[src/rtl/booth_divider.sv]
// Sequential restoring divider: 2*WIDTH-bit dividend / WIDTH-bit divisor, one quotient bit per clock.
// Macro DIV_SIGNED_EN selects two's-complement operands; without it, operands are unsigned.
//
// state  | meaning
// S_IDLE | waiting for Start; results and flags from the last operation stay visible
// S_ITER | shift/subtract, one quotient bit per edge, MSB first
// S_FIX  | sign correction and signed range check, then results are committed
// S_DONE | results valid; leave when Start drops
module booth_divider #(
    parameter int WIDTH = 8
) (
    input  logic                 i_clock,
    input  logic                 i_resetn,
    input  logic                 i_start,
    input  logic [2*WIDTH-1:0]   i_dividend,
    input  logic [WIDTH-1:0]     i_divisor,
    output logic                 o_busy,
    output logic                 o_done,
    output logic [WIDTH-1:0]     o_quotient,
    output logic [WIDTH-1:0]     o_remainder,
    output logic                 o_div_zero,
    output logic                 o_overflow
);

    localparam int CW = (WIDTH > 1) ? $clog2(WIDTH) : 1;
    localparam logic [CW-1:0] CNT_INIT = CW'(WIDTH - 1);

    typedef enum logic [1:0] {
        S_IDLE = 2'd0,
        S_ITER = 2'd1,
        S_FIX  = 2'd2,
        S_DONE = 2'd3
    } state_t;

    state_t r_state;
    state_t w_next;

    logic [CW-1:0]        r_cnt;
    logic [WIDTH-1:0]     r_rem;
    logic [WIDTH-1:0]     r_quo;
    logic [WIDTH-1:0]     r_dvsr;
    logic [WIDTH-1:0]     r_q_res;
    logic [WIDTH-1:0]     r_r_res;
    logic                 r_dz;
    logic                 r_ov;

    logic [2*WIDTH-1:0]   w_dvd_mag;
    logic [WIDTH-1:0]     w_dvsr_mag;
    logic                 w_dvsr_zero;
    logic                 w_early_ov;
    logic [WIDTH:0]       w_rem_sh;
    logic [WIDTH:0]       w_trial;
    logic                 w_trial_neg;

`ifdef DIV_SIGNED_EN
    localparam logic [WIDTH-1:0] Q_POS_MAX = {1'b0, {(WIDTH-1){1'b1}}};
    localparam logic [WIDTH-1:0] Q_NEG_MAX = {1'b1, {(WIDTH-1){1'b0}}};

    logic                 r_neg_q;
    logic                 r_neg_r;
    logic [WIDTH-1:0]     w_q_fix;
    logic [WIDTH-1:0]     w_r_fix;
    logic                 w_range_ov;

    assign w_dvd_mag  = i_dividend[2*WIDTH-1] ? -i_dividend : i_dividend;
    assign w_dvsr_mag = i_divisor[WIDTH-1]    ? -i_divisor  : i_divisor;
    assign w_q_fix    = r_neg_q ? -r_quo : r_quo;
    assign w_r_fix    = r_neg_r ? -r_rem : r_rem;
    assign w_range_ov = r_neg_q ? (r_quo > Q_NEG_MAX) : (r_quo > Q_POS_MAX);
`else
    assign w_dvd_mag  = i_dividend;
    assign w_dvsr_mag = i_divisor;
`endif

    // Upper half >= divisor means the quotient cannot fit in WIDTH bits at all.
    assign w_dvsr_zero = (i_divisor == '0);
    assign w_early_ov  = (w_dvd_mag[2*WIDTH-1:WIDTH] >= w_dvsr_mag);

    // rem < divisor holds before each step, so the trial lies in [-divisor, divisor-1]
    // and WIDTH+1 bits carry it exactly.
    assign w_rem_sh    = {r_rem, r_quo[WIDTH-1]};
    assign w_trial     = w_rem_sh - {1'b0, r_dvsr};
    assign w_trial_neg = w_trial[WIDTH];

    always_comb begin
        w_next = r_state;
        case (r_state)
            S_IDLE: begin
                if (i_start) begin
                    w_next = (w_dvsr_zero || w_early_ov) ? S_DONE : S_ITER;
                end
            end
            S_ITER: begin
                if (r_cnt == '0) begin
                    w_next = S_FIX;
                end
            end
            S_FIX: begin
                w_next = S_DONE;
            end
            S_DONE: begin
                if (!i_start) begin
                    w_next = S_IDLE;
                end
            end
            default: begin
                w_next = S_IDLE;
            end
        endcase
    end

    always_ff @(posedge i_clock or negedge i_resetn) begin
        if (!i_resetn) begin
            r_state <= S_IDLE;
            r_cnt   <= '0;
            r_rem   <= '0;
            r_quo   <= '0;
            r_dvsr  <= '0;
            r_q_res <= '0;
            r_r_res <= '0;
            r_dz    <= 1'b0;
            r_ov    <= 1'b0;
`ifdef DIV_SIGNED_EN
            r_neg_q <= 1'b0;
            r_neg_r <= 1'b0;
`endif
        end else begin
            r_state <= w_next;
            case (r_state)
                S_IDLE: begin
                    if (i_start) begin
                        r_dvsr <= w_dvsr_mag;
                        r_rem  <= w_dvd_mag[2*WIDTH-1:WIDTH];
                        r_quo  <= w_dvd_mag[WIDTH-1:0];
                        r_cnt  <= CNT_INIT;
                        r_dz   <= w_dvsr_zero;
                        r_ov   <= !w_dvsr_zero && w_early_ov;
`ifdef DIV_SIGNED_EN
                        r_neg_q <= i_dividend[2*WIDTH-1] ^ i_divisor[WIDTH-1];
                        r_neg_r <= i_dividend[2*WIDTH-1];
`endif
                        if (w_dvsr_zero || w_early_ov) begin
                            r_q_res <= '0;
                            r_r_res <= '0;
                        end
                    end
                end
                S_ITER: begin
                    r_rem <= w_trial_neg ? w_rem_sh[WIDTH-1:0] : w_trial[WIDTH-1:0];
                    r_quo <= {r_quo[WIDTH-2:0], ~w_trial_neg};
                    r_cnt <= r_cnt - CW'(1);
                end
                S_FIX: begin
`ifdef DIV_SIGNED_EN
                    if (w_range_ov) begin
                        r_ov    <= 1'b1;
                        r_q_res <= '0;
                        r_r_res <= '0;
                    end else begin
                        r_q_res <= w_q_fix;
                        r_r_res <= w_r_fix;
                    end
`else
                    r_q_res <= r_quo;
                    r_r_res <= r_rem;
`endif
                end
                default: begin
                end
            endcase
        end
    end

    // Output stage: everything visible lags the internal state by one edge.
    always_ff @(posedge i_clock or negedge i_resetn) begin
        if (!i_resetn) begin
            o_busy      <= 1'b0;
            o_done      <= 1'b0;
            o_quotient  <= '0;
            o_remainder <= '0;
            o_div_zero  <= 1'b0;
            o_overflow  <= 1'b0;
        end else begin
            o_busy      <= (r_state == S_ITER) || (r_state == S_FIX);
            o_done      <= (r_state == S_DONE);
            o_quotient  <= r_q_res;
            o_remainder <= r_r_res;
            o_div_zero  <= r_dz;
            o_overflow  <= r_ov;
        end
    end

endmodule

[config.mk]
export PLATFORM = sky130hd
export DESIGN_NAME = booth_divider
export DESIGN_NICKNAME = d
export VERILOG_FILES = /design/src/rtl/booth_divider.sv
export SDC_FILE = /design/constraint.sdc
export NUM_CORES = 1
export LEC_CHECK = 0
export ABC_AREA = 1
export ABC_CLOCK_PERIOD_IN_PS = 2400
export BUFFER_PORTS_ARGS = -buffer_cell sky130_fd_sc_hd__buf_2
export CAP_MARGIN = 15
export CORE_AREA = 2 2 95 97
export DETAILED_ROUTE_END_ITERATION = 10
export DIE_AREA = 0 0 97 99
export PLACE_DENSITY_LB_ADDON = 0.08
export SLEW_MARGIN = 20
export SYNTH_ARGS = -nofsm -noshare
export SYNTH_HDL_FRONTEND = slang
export SYNTH_SLANG_ARGS = --single-unit
[constraint.sdc]
create_clock -name i_clock -period 2.4 [get_ports i_clock]
set_input_delay 0.48 -clock i_clock [delete_from_list [all_inputs] [get_ports i_clock]]
set_output_delay 0.48 -clock i_clock [all_outputs]
set_load 0.05 [all_outputs]
== After elaboration in Yosys (flattened, before gate mapping) ==
Cells that the tools add are included.

* Output and inout port bits: 20
* Word-level logic and storage cells: 55
* Bits of input ports: 27
* Bits in registers: 67

* $add $sub $neg: 2
* $lt $le $gt $ge: 1
* Mux-type cells: 16
* Eq/ne operators: 7
* Bitwise operators: 1
* Reduce and logical (&&, ||, !) cells: 13

{| class="wikitable"
|+ Operators with widths
! operator !! count
|-
| $pmux W8 S2 || 4
|-
| $mux W8 || 5
|-
| $sub A9 B8 Y9 || 1
|-
| $ge A8 B8 Y1 || 1
|-
| $logic_not A8 Y1 || 1
|-
| $mux W2 || 4
|-
| $ne A2 B2 Y1 const B || 4
|-
| $pmux W2 S4 || 1
|-
| $pmux W3 S2 || 1
|-
| $reduce_and A3 Y1 || 2
|-
| $eq A2 B2 Y1 const B || 2
|-
| $reduce_and A2 Y1 || 2
|-
| $reduce_bool A2 Y1 || 2
|-
| $logic_not A3 Y1 || 1
|-
| $mux W3 || 1
|-
| $sub A3 B1 Y3 const B || 1
|-
| $eq A2 B1 Y1 const B || 1
|-
| $logic_not A2 Y1 || 1
|-
| $logic_or A1 B1 Y1 || 2
|-
| $logic_and A1 B1 Y1 || 1
|-
| $logic_not A1 Y1 || 1
|-
| $not A1 Y1 || 1
|}

== Logic depth before layout (Yosys ltp) ==
Gate-level depths: netlist of run 1.

* Word-level depth: 5
* Mapped depth: 13

== Least setup slack after synthesis of run 1 ==
Ideal clock, no wire load.

* Path type: reg2reg
* Start: register r_quo[7]
* End: register r_rem[1]
* Stages on the path, launching flop included: 14
* Library setup time: 0.073 ns
* Clock period less this slack: 1.823 ns
* Slack: 0.577 ns
* Arrival time: 1.750 ns
* Required time: 2.327 ns
* Cells stage by stage: dfrtp_1 inv_1 ha_1 inv_1 fa_1 nand2_1 nand2_1 nand3_2 nand2_2 nand2_4 nand2_4 nand2_1 nand3_1 a21oi_2

* Longest elaborated chain between the ends: 3

{| class="wikitable"
|+ RTL lines
! item !! line !! RTL
|-
| start: declaration || 40 || <nowiki>logic [WIDTH-1:0] r_quo;</nowiki>
|-
| start signal: assignment || 134 || <nowiki>r_quo <= w_dvd_mag[WIDTH-1:0];</nowiki>
|-
| start signal: assignment || 150 || <nowiki>r_quo <= {r_quo[WIDTH-2:0], ~w_trial_neg};</nowiki>
|-
| $sub A9 B8 Y9 || 82 || <nowiki>assign w_trial = w_rem_sh - {1'b0, r_dvsr};</nowiki>
|-
| $mux W8 || 149 || <nowiki>r_rem <= w_trial_neg ? w_rem_sh[WIDTH-1:0] : w_trial[WIDTH-1:0];</nowiki>
|-
| $pmux W8 S2 || 129 || <nowiki>case (r_state)</nowiki>
|-
| end signal: assignment || 133 || <nowiki>r_rem <= w_dvd_mag[2*WIDTH-1:WIDTH];</nowiki>
|-
| end signal: assignment || 149 ||
|-
| end: declaration || 39 || <nowiki>logic [WIDTH-1:0] r_rem;</nowiki>
|}

No other way between the ends.
A chain may end at the register's enable or synchronous reset.

== Final worst setup path of run 1 ==
Ends and elaborated chain as after synthesis.

==> results of run 1 <==
cell families (layout without fill, tap and decap cells):
family / after synthesis / in the layout / share of synthesized area [%]
AND/OR/NAND/NOR: 168 / 168 / 21.4
adder cells (fa/ha/maj): 23 / 23 / 8.74
flip-flops: 67 / 67 / 49.6
XOR/XNOR: 3 / 3 / 0.778
buffers and inverters: 62 / 118 / 7.78
AO/OA/AOI/OAI: 67 / 67 / 11.7
per-stage QoR:
step / hold slack [ns] / instance area (µm²) / setup slack (ns) / cells
finish: 0.376 / 3940 / 0.347 / 554
global route: 0.373 / 3940 / 0.138 / 554
CTS: 0.375 / 3940 / 0.350 / 554
detailed placement: 0.337 / 3720 / 0.358 / 537
global placement: 0.339 / 3720 / 0.414 / 537
floorplan: 0.184 / 3380 / 0.577 / 390
final cells by class:
type                            instances  area [µm²]
Sequential cell                        67        1680
Tap cell                              108         135
Clock buffer                            9         124
Fill cell                             871        4610
Clock inverter                          7        83.8
Timing Repair Buffer                   53         298
Multi-Input combinational cell        261        1440
Inverter                               49         184
path summary, 6_finish.rpt:
path | startpoint | end | slack (ns) | cells after the start
worst max-delay path | r_quo[7]$_DFFE_PN0P_ | r_rem[1]$_DFFE_PN0P_ | 0.35 | 13
worst min register to register | r_r_res[3]$_DFFE_PN0P_ | o_remainder[3]$_DFF_PN0_ | 0.38 | 0
min in group asynchronous | i_resetn | o_remainder[0]$_DFF_PN0_ | 0.52 | 2
max in group asynchronous | i_resetn | r_dvsr[1]$_DFFE_PN0P_ | 1.17 | 3
worst min-delay path | r_r_res[3]$_DFFE_PN0P_ | o_remainder[3]$_DFF_PN0_ | 0.38 | 0
worst max register to register | r_quo[7]$_DFFE_PN0P_ | r_rem[1]$_DFFE_PN0P_ | 0.35 | 13
layout by cell type, fill, tap and decap left out, types with 5 or more instances in the layout:
master,count
a21oi_1,22
ha_1,22
o21ai_0,15
nand2_1,104
clkbuf_8,9
o21ai_1,12
nor2_1,30
dfrtp_1,67
buf_2,46
buf_4,5
inv_1,47
a31oi_1,7
nand3_1,20
metal layers:
metal	track usage, %	up-vias	wire, µm
met5	0	-	0
met4	6.50	0	95
met3	2.84	9	262
met2	25.4	57	3130
met1	22.4	1202	3630
li1	-	1360	-
registers in the layout, indices dropped and copies added, names as in the netlist:
register     flops
o_quotient       8
o_remainder      8
r_dvsr           8
r_q_res          8
r_quo            8
r_r_res          8
r_rem            8
r_cnt            3
r_state          2
o_busy           1
o_div_zero       1
o_done           1
o_overflow       1
r_dz             1
r_ov             1
synthesized netlist by cell type:
cell / n
dfrtp_1: 67
nand2_1: 104
nand3_1: 20
ha_1: 22
o21ai_0: 15
buf_2: 6
a21oi_4: 1
a22oi_1: 2
nand2_4: 2
nand3b_1: 3
o21bai_1: 1
o221ai_1: 1
buf_4: 2
o21a_1: 1
or2_4: 1
a31oi_1: 7
o21ai_4: 1
inv_2: 2
xnor2_1: 2
xor2_1: 1
fa_1: 1
nand3_4: 1
nand4_1: 3
a22o_1: 1
o21ai_1: 12
a21oi_1: 22
buf_6: 2
clkbuf_1: 3
inv_1: 47
a21oi_2: 3
nand2_2: 3
nand3_2: 1
nor2_1: 30
==> results.md, run 1 <==
- Status: complete, no violations
- Clock Tree Buf Depth: 2
- WP data required: 2.67 ns
- Worst setup path class: reg -> reg
- Cell family with most CP delay: simple AND/OR/NAND/NOR gates
- Row cnt: 34
- Seq cells post-synth: 67
- Per-cell routed wire length: 12.8 µm
- Post-CTS setup buffer count: 0
- CP Buf/Inv Count: 2
- Period utilization: 85.5%
- Die height: 99 µm
- Min Tclk post-route: 2.05 ns
- GPL Wtd Cong: 0.822
- Endpoint class of the critical path: register
- CP most frequent cell: nand2_1
- Number of buffers created by CTS: 9
- IO Count: 47
- Largest net degree at the start of global routing: 38
- First-pass GRT wire length: 12500 µm
- Register area share after synthesis: 49.6%
- Pins Over Slew Limit: 0
- Final core occ: 46.1%
- DRT Pass-1 Iters: 4
- Crit-path max FO: 7
- Slew HR: 68.2%
- Initial DRC count: 93
- Post-synth cell types: 33
- Grt ovf: 0
- Slew @ Worst Pin: 0.477 ns
- Avg Vias per Cell: 4.74
- Max cap viols: 0
- Startpoint Class: register
- Starting Density: 39.5%
- Share of cells above drive strength 1: 18.6%
- RSZ-0062 raised after global routing: false
- Fin. Hold Viols: 0
- Root Driver: clkbuf_8
- CTS Hold Bufs: 1
- Nets: 491
- Layout area overhead: 16.6%
- CP peak stage delay: 0.40 ns
- Yosys warns: 0
- Post-DP HPWL: 5290 µm
- Number of global-route vias before repair: 2634
- Cell Chain, Critical Path: inv_1 > ha_1 > inv_1 > fa_1 > nand2_1 > nand2_1 > nand3_2 > nand2_2 > nand2_4 > nand2_4 > nand2_1 > nand3_1 > a21oi_2
- Top-area cell type share of the netlist area: 49.6%
- Critical path data arrival time: 2.33 ns
- DRC errors left: 0
- Syn_area_per_cell: 8.66 µm²
- Gate Count Post-Synth: 390
- Worst-path clk slew: 0.08 ns
- Antenna cells: 0
- Initial antenna violation count: 0
- Die Wd: 97 µm
- Clock Sinks: 67
- Final WL: 7120 µm
- HP Class: reg -> reg
- Top post-synthesis cells by area: dfrtp_1 50%, nand2_1 12%, ha_1 8.1%, inv_1 5.2%, nor2_1 3.3%
- Endpoints failing setup: 0
- Post-Syn Nets: 440
- Setup TNS: 0 ns
- Achievable clock frequency: 0.487 GHz
- Via count: 2628
- Gr usage total: 16.2%
- Port Buf Inserts: 46
- Slowest CP cell: dfrtp_1
- Mapped cell area: 3380 µm²
- Antenna viol nets, final: 0
- Resize count post-CTS: 0
- Largest area contributor in the netlist: dfrtp_1
- Skew-Pair Late Insertion Delay: 0.34 ns
- Fin Clk Skew: 0.0118 ns
- CTS tree: yes
- Core Area: 8550 µm²
- H-tree Lvls: 3
- Die ar.: 9600 µm²
Power of run 1 is not shown: default switching activity piles up to over one toggle a cycle in this logic, so the estimate is an artifact.
==> run 2: changes to the inputs <==
CORE_AREA = 4 4 97 99   (was 2 2 95 97)
DIE_AREA = 0 0 101 103   (was 0 0 97 99)
==> run 2 against run 1 <==
Effect of this change:
- core utilization is 0.42 points lower
- global-route usage fell by 1.2 points
- register-to-register slack hardly changed
- hold slack lost 0.23 ns
- fmax decreased by 0.30%
- routed wire length grew 0.90%
- count of clock-buffer cells in the layout did not move
- via count is 0.49% lower
- critical path depth did not move
- sequential cell count is the same
==> results.md, run 2 (synthesis results as in run 1) <==
- Initial antenna violation count: 0 (unchanged)
- Endpoint class of the critical path: register
- Core Area: 8550 µm² (unchanged)
- Status: complete, no violations
- RSZ-0062 raised after global routing: false
- Min Tclk post-route: 2.06 ns (+0.00611 ns)
- HP Class: in -> async
- Crit-path max FO: 7 (unchanged)
- Number of buffers created by CTS: 9 (unchanged)
- Final WL: 7180 µm (+0.90%)
- Antenna cells: 0 (unchanged)
- Endpoints failing setup: 0 (unchanged)
- Clock Tree Buf Depth: 2 (unchanged)
- Row cnt: 34 (unchanged)
- Die ar.: 10400 µm² (+8.3%)
- Fin. Hold Viols: 0 (unchanged)
- Share of cells above drive strength 1: 18.5% (-0.14 points)
- CTS tree: yes
- Fin Clk Skew: 0.00810 ns (-0.00367 ns)
- Clock Sinks: 67 (unchanged)
- Pins Over Slew Limit: 0 (unchanged)
- Number of global-route vias before repair: 2554 (-3.0%)
- Achievable clock frequency: 0.486 GHz (-0.30%)
- Avg Vias per Cell: 4.74 (-0.13%)
- Slew @ Worst Pin: 0.362 ns (-0.116 ns)
- Worst setup path class: reg -> reg
- Port Buf Inserts: 46 (unchanged)
- Skew-Pair Late Insertion Delay: 0.34 ns (about the same)
- Period utilization: 85.8% (+0.25 points)
- Per-cell routed wire length: 13.0 µm (+1.3%)
- WP data required: 2.66 ns (about the same)
- Initial DRC count: 120 (+29%)
- Slew HR: 75.9% (+7.7 points)
- Resize count post-CTS: 0 (unchanged)
- Largest net degree at the start of global routing: 68 (+79%)
- Nets: 489 (-0.41%)
- Post-DP HPWL: 5420 µm (+2.4%)
- Most common cell after layout, fill and taps aside: nand2_1
- Max cap viols: 0 (unchanged)
- GPL Wtd Cong: 0.805 (-2.1%)
- Setup TNS: 0 ns (unchanged)
- Commonest cells after routing, fill and taps aside: 104 x nand2_1, 67 x dfrtp_1, 47 x inv_1
- Root Driver: clkbuf_8
- H-tree Lvls: 3 (unchanged)
- First-pass GRT wire length: 12200 µm (-1.9%)
- IO Count: 47 (unchanged)
- Die height: 103 µm (+4.0%)
- Gr usage total: 15.0% (-1.2 points)
- Final setup margin: 0.341 ns (-0.00611 ns)
- Grt ovf: 0 (unchanged)
- Worst-path clk slew: 0.07 ns (about the same)
- Via count: 2615 (-0.49%)
- Dpl ws: 0.348 ns (-0.00967 ns)
- Starting Density: 39.5% (unchanged)
- Die Wd: 101 µm (+4.1%)
- Layout area overhead: 15.6%
- Startpoint Class: register
- Critical path data arrival time: 2.32 ns (about the same)
- DRT Pass-1 Iters: 4 (unchanged)
- CTS Hold Bufs: 0 (-1)
- Hold Slack: 0.142 ns (-0.234 ns)
- Post-CTS setup buffer count: 0 (unchanged)
- DRC errors left: 0 (unchanged)
- Antenna viol nets, final: 0 (unchanged)
==> run 2: area by class of cell <==
class / instances / area, µm²
multi-input cells: 261 / 1440
flip-flops and latches: 67 / 1680
clock buffers: 9 / 124
repair buffers: 51 / 293
well taps: 108 / 135
clock inverters: 7 / 52.6
fillers: 864 / 4650
inverters: 49 / 184
==> run 2: per-layer routing <==
layer | GRT usage [%] | routed length [µm]
met1 | 20.7 | 3590
met2 | 23.2 | 3160
met3 | 2.98 | 327
met4 | 5.83 | 104
met5 | 0 | 0
==> run 2: metrics by stage <==
stage | cell area, µm² | util (%) | std cells
after floorplan | 3380 | - | 390
after global placement | 3730 | 43.6 | 536
after detailed placement | 3730 | 43.6 | 536
after CTS | 3900 | 45.7 | 552
after global routing | 3900 | 45.7 | 552
final | 3900 | 45.7 | 552
==> run 2: final timing paths <==
| kind | startpoint | to | slack [ns] | cells past startpoint |
|---|---|---|---|---|
| hold / removal | i_resetn | o_remainder[0]$_DFF_PN0_ | 0.14 | 2 |
| hold reg to reg | r_r_res[4]$_DFFE_PN0P_ | o_remainder[4]$_DFF_PN0_ | 0.37 | 0 |
| setup / recovery | r_quo[7]$_DFFE_PN0P_ | r_rem[3]$_DFFE_PN0P_ | 0.34 | 13 |
| max in group asynchronous | i_resetn | r_quo[7]$_DFFE_PN0P_ | 1.95 | 2 |
| min in group i_clock | r_r_res[4]$_DFFE_PN0P_ | o_remainder[4]$_DFF_PN0_ | 0.37 | 0 |
| setup reg to reg | r_quo[7]$_DFFE_PN0P_ | r_rem[3]$_DFFE_PN0P_ | 0.34 | 13 |
==> run 2: worst max-delay path: stages (launching register included) <==
cell and delay [ns]:
dfrtp_1 0.40, inv_1 0.11, ha_1 0.15, inv_1 0.07, fa_1 0.40, nand2_1 0.08, nand2_1 0.09, nand3_2 0.13
nand2_2 0.09, nand2_4 0.11, nand2_4 0.08, nand2_1 0.07, nand3_1 0.07, a21oi_1 0.13
Power of run 2 is left out for the same reason.
==> run 3: changes to the inputs <==
MAX_ROUTING_LAYER = met4   (was unset)
SETUP_SLACK_MARGIN = 0.4   (was unset)
==> run 3 against run 2 <==
Effect of this change:
- clock skew is 0.0016 ns lower
- non-clock buffer count is 7 higher
- register-to-register slack better by 0.11 ns
- critical path type unchanged
==> results.md, run 3 (synthesis results as in run 1) <==
- Status: complete, no violations
- Grt ovf: 0 (unchanged)
- CP peak stage delay: 0.41 ns (about the same)
- First-pass GRT wire length: 12200 µm (about the same)
- Fin. Hold Viols: 0 (unchanged)
- Placed Instances: 536 (unchanged)
- Largest net degree at the start of global routing: 68 (unchanged)
- Share of cells above drive strength 1: 23.7% (+5.3 points)
- Clock Tree Buf Depth: 2 (unchanged)
- Port Buf Inserts: 46 (unchanged)
- Min Tclk post-route: 1.95 ns (-0.111 ns)
- CTS tree: yes
- Achievable clock frequency: 0.513 GHz (+5.7%)
- Number of buffers created by CTS: 9 (unchanged)
- Worst-path clk slew: 0.07 ns (about the same)
- Reg2reg start: r_quo[7]$_DFFE_PN0P_
- Setup TNS: 0 ns (unchanged)
- Via count: 2686 (+2.7%)
- Worst reg2reg endpoint: r_rem[0]$_DFFE_PN0P_
- Core Area: 8550 µm² (unchanged)
- Clock Sinks: 67 (unchanged)
- Nets: 496 (+1.4%)
- RSZ-0062 raised after global routing: true
- Avg Vias per Cell: 4.81 (+1.4%)
- Antenna cells: 0 (unchanged)
- DRT Pass-1 Iters: 4 (unchanged)
- Slowest CP cell: dfrtp_1
- Per-cell routed wire length: 13.3 µm (+2.2%)
- DRC errors left: 0 (unchanged)
- Die ar.: 10400 µm² (unchanged)
- Post-route insts no fill: 559 (+1.3%)
- Gr usage total: 15.4% (+0.46 points)
- Slew HR: 75.8% (about the same)
- HP Class: in -> async
- Post-DP HPWL: 5420 µm (unchanged)
- Most common cell after layout, fill and taps aside: nand2_1
- Row cnt: 34 (unchanged)
- WP data required: 2.63 ns (-0.03 ns)
- Commonest cells after routing, fill and taps aside: 99 x nand2_1, 67 x dfrtp_1, 46 x buf_2
- Reg area: 1680 µm² (unchanged)
- Fin Clk Skew: 0.00647 ns (-0.00162 ns)
- Skew-Pair Late Insertion Delay: 0.34 ns (about the same)
- Final WL: 7430 µm (+3.5%)
- Met2 Wirelength: 3330 µm (+5.3%)
- GPL Wtd Cong: 0.817 (+1.5%)
- Endpoint class of the critical path: register
- Crit-path max FO: 6 (-1)
- Period utilization: 81.2% (-4.6 points)
- Routed length on met3: 313 µm (-4.3%)
- Initial DRC count: 104 (-13%)
- Worst-case reg-to-reg path depth: 13 (unchanged)
- Slew @ Worst Pin: 0.362 ns (+0.000637 ns)
- Starting Density: 39.5% (unchanged)
- Endpoints failing setup: 0 (unchanged)
- Cell Chain, Critical Path: inv_2 > ha_4 > inv_4 > fa_2 > nand2_2 > nand2_4 > nand3_4 > nand2_4 > nand2_8 > buf_4 > nand3_1 > nand3_2 > a21oi_2
- Worst setup path class: reg -> reg
- CTS Hold Bufs: 0 (unchanged)
- Die height: 103 µm (unchanged)
- Critical path data arrival time: 2.18 ns (-0.14 ns)
- Number of global-route vias before repair: 2552 (-0.078%)
- Area of the multi-input gates: 1570 µm² (+8.8%)
- Met1 WL: 3680 µm (+2.5%)
- Pins Over Slew Limit: 0 (unchanged)
- Reg2reg setup slack: 0.45 ns (+0.11 ns)
- H-tree Lvls: 3 (unchanged)
- Initial antenna violation count: 0 (unchanged)
- Layout area overhead: 21.0%
- Max layer used: met4
- Die Wd: 101 µm (unchanged)
- CP most frequent cell: nand2_4
- Root Driver: clkbuf_8
- Startpoint Class: register
- Antenna viol nets, final: 0 (unchanged)
- Max cap viols: 0 (unchanged)
- IO Count: 47 (unchanged)
- Fillers: 849 (-1.7%)
## run 3: cell types whose count changed in the layout (fill, tap and decap cells not counted), sizes merged
| cell | previous run | this run |
|---|---|---|
| buf | 51 | 58 |
## run 3: routing by layer
layer	up-vias	global-route usage, %
li1	1378	-
met1	1235	20.9
met2	60	23.2
met3	13	2.64
met4	0	5.83
met5	-	-
## run 3: how the worst max path moves through the flow
stage | start | to | slack [ns] | cells after the start
floorplan | r_quo[7]$_DFFE_PN0P_ | r_rem[1]$_DFFE_PN0P_ | 0.58 | 13
global placement | r_quo[7]$_DFFE_PN0P_ | r_rem[5]$_DFFE_PN0P_ | 0.42 | 13
detailed placement | r_quo[7]$_DFFE_PN0P_ | r_rem[0]$_DFFE_PN0P_ | 0.35 | 13
CTS | r_quo[7]$_DFFE_PN0P_ | r_rem[0]$_DFFE_PN0P_ | 0.42 | 13
global route | r_quo[7]$_DFFE_PN0P_ | r_rem[6]$_DFFE_PN0P_ | 0.36 | 14
finish | r_quo[7]$_DFFE_PN0P_ | r_rem[0]$_DFFE_PN0P_ | 0.45 | 13
## run 3: critical path: cells and delay by family, from the launching register on
family	cells	cell delay, ns
DFF	1	0.41
buffers and inverters	3	0.24
adders and majority gates	2	0.50
AOI/OAI and AO/OA	1	0.05
and+or+nand+nor	7	0.61
## run 3: per-stage QoR
| step | cell area [µm²] | hold slack (ns) | util, % | worst slack [ns] |
|---|---|---|---|---|
| after CTS | 3910 | 0.160 | 45.7 | 0.417 |
| after floorplan | 3380 | 0.184 | - | 0.577 |
| after global placement | 3730 | 0.361 | 43.6 | 0.419 |
| after global routing | 4090 | 0.182 | 47.8 | 0.357 |
| final | 4090 | 0.137 | 47.8 | 0.452 |
| after detailed placement | 3730 | 0.361 | 43.6 | 0.348 |
## run 3: timing repair
item | CTS | global route
setup buffers | 0 | 7
resized for setup | 2 | 26
gates cloned | 0 | 0
pin swaps | 1 | 16
endpoints found under the setup margin | 8 | 16
## run 3: cell type report
cell class	count	area share, %
inverter	49	4.56
clock inverter	7	1.29
tap	108	3.30
clock buffer	9	3.03
sequential	67	41.0
timing repair buffer	58	8.54
multi-input combinational	261	38.3
Power of run 3 is left out for the same reason.
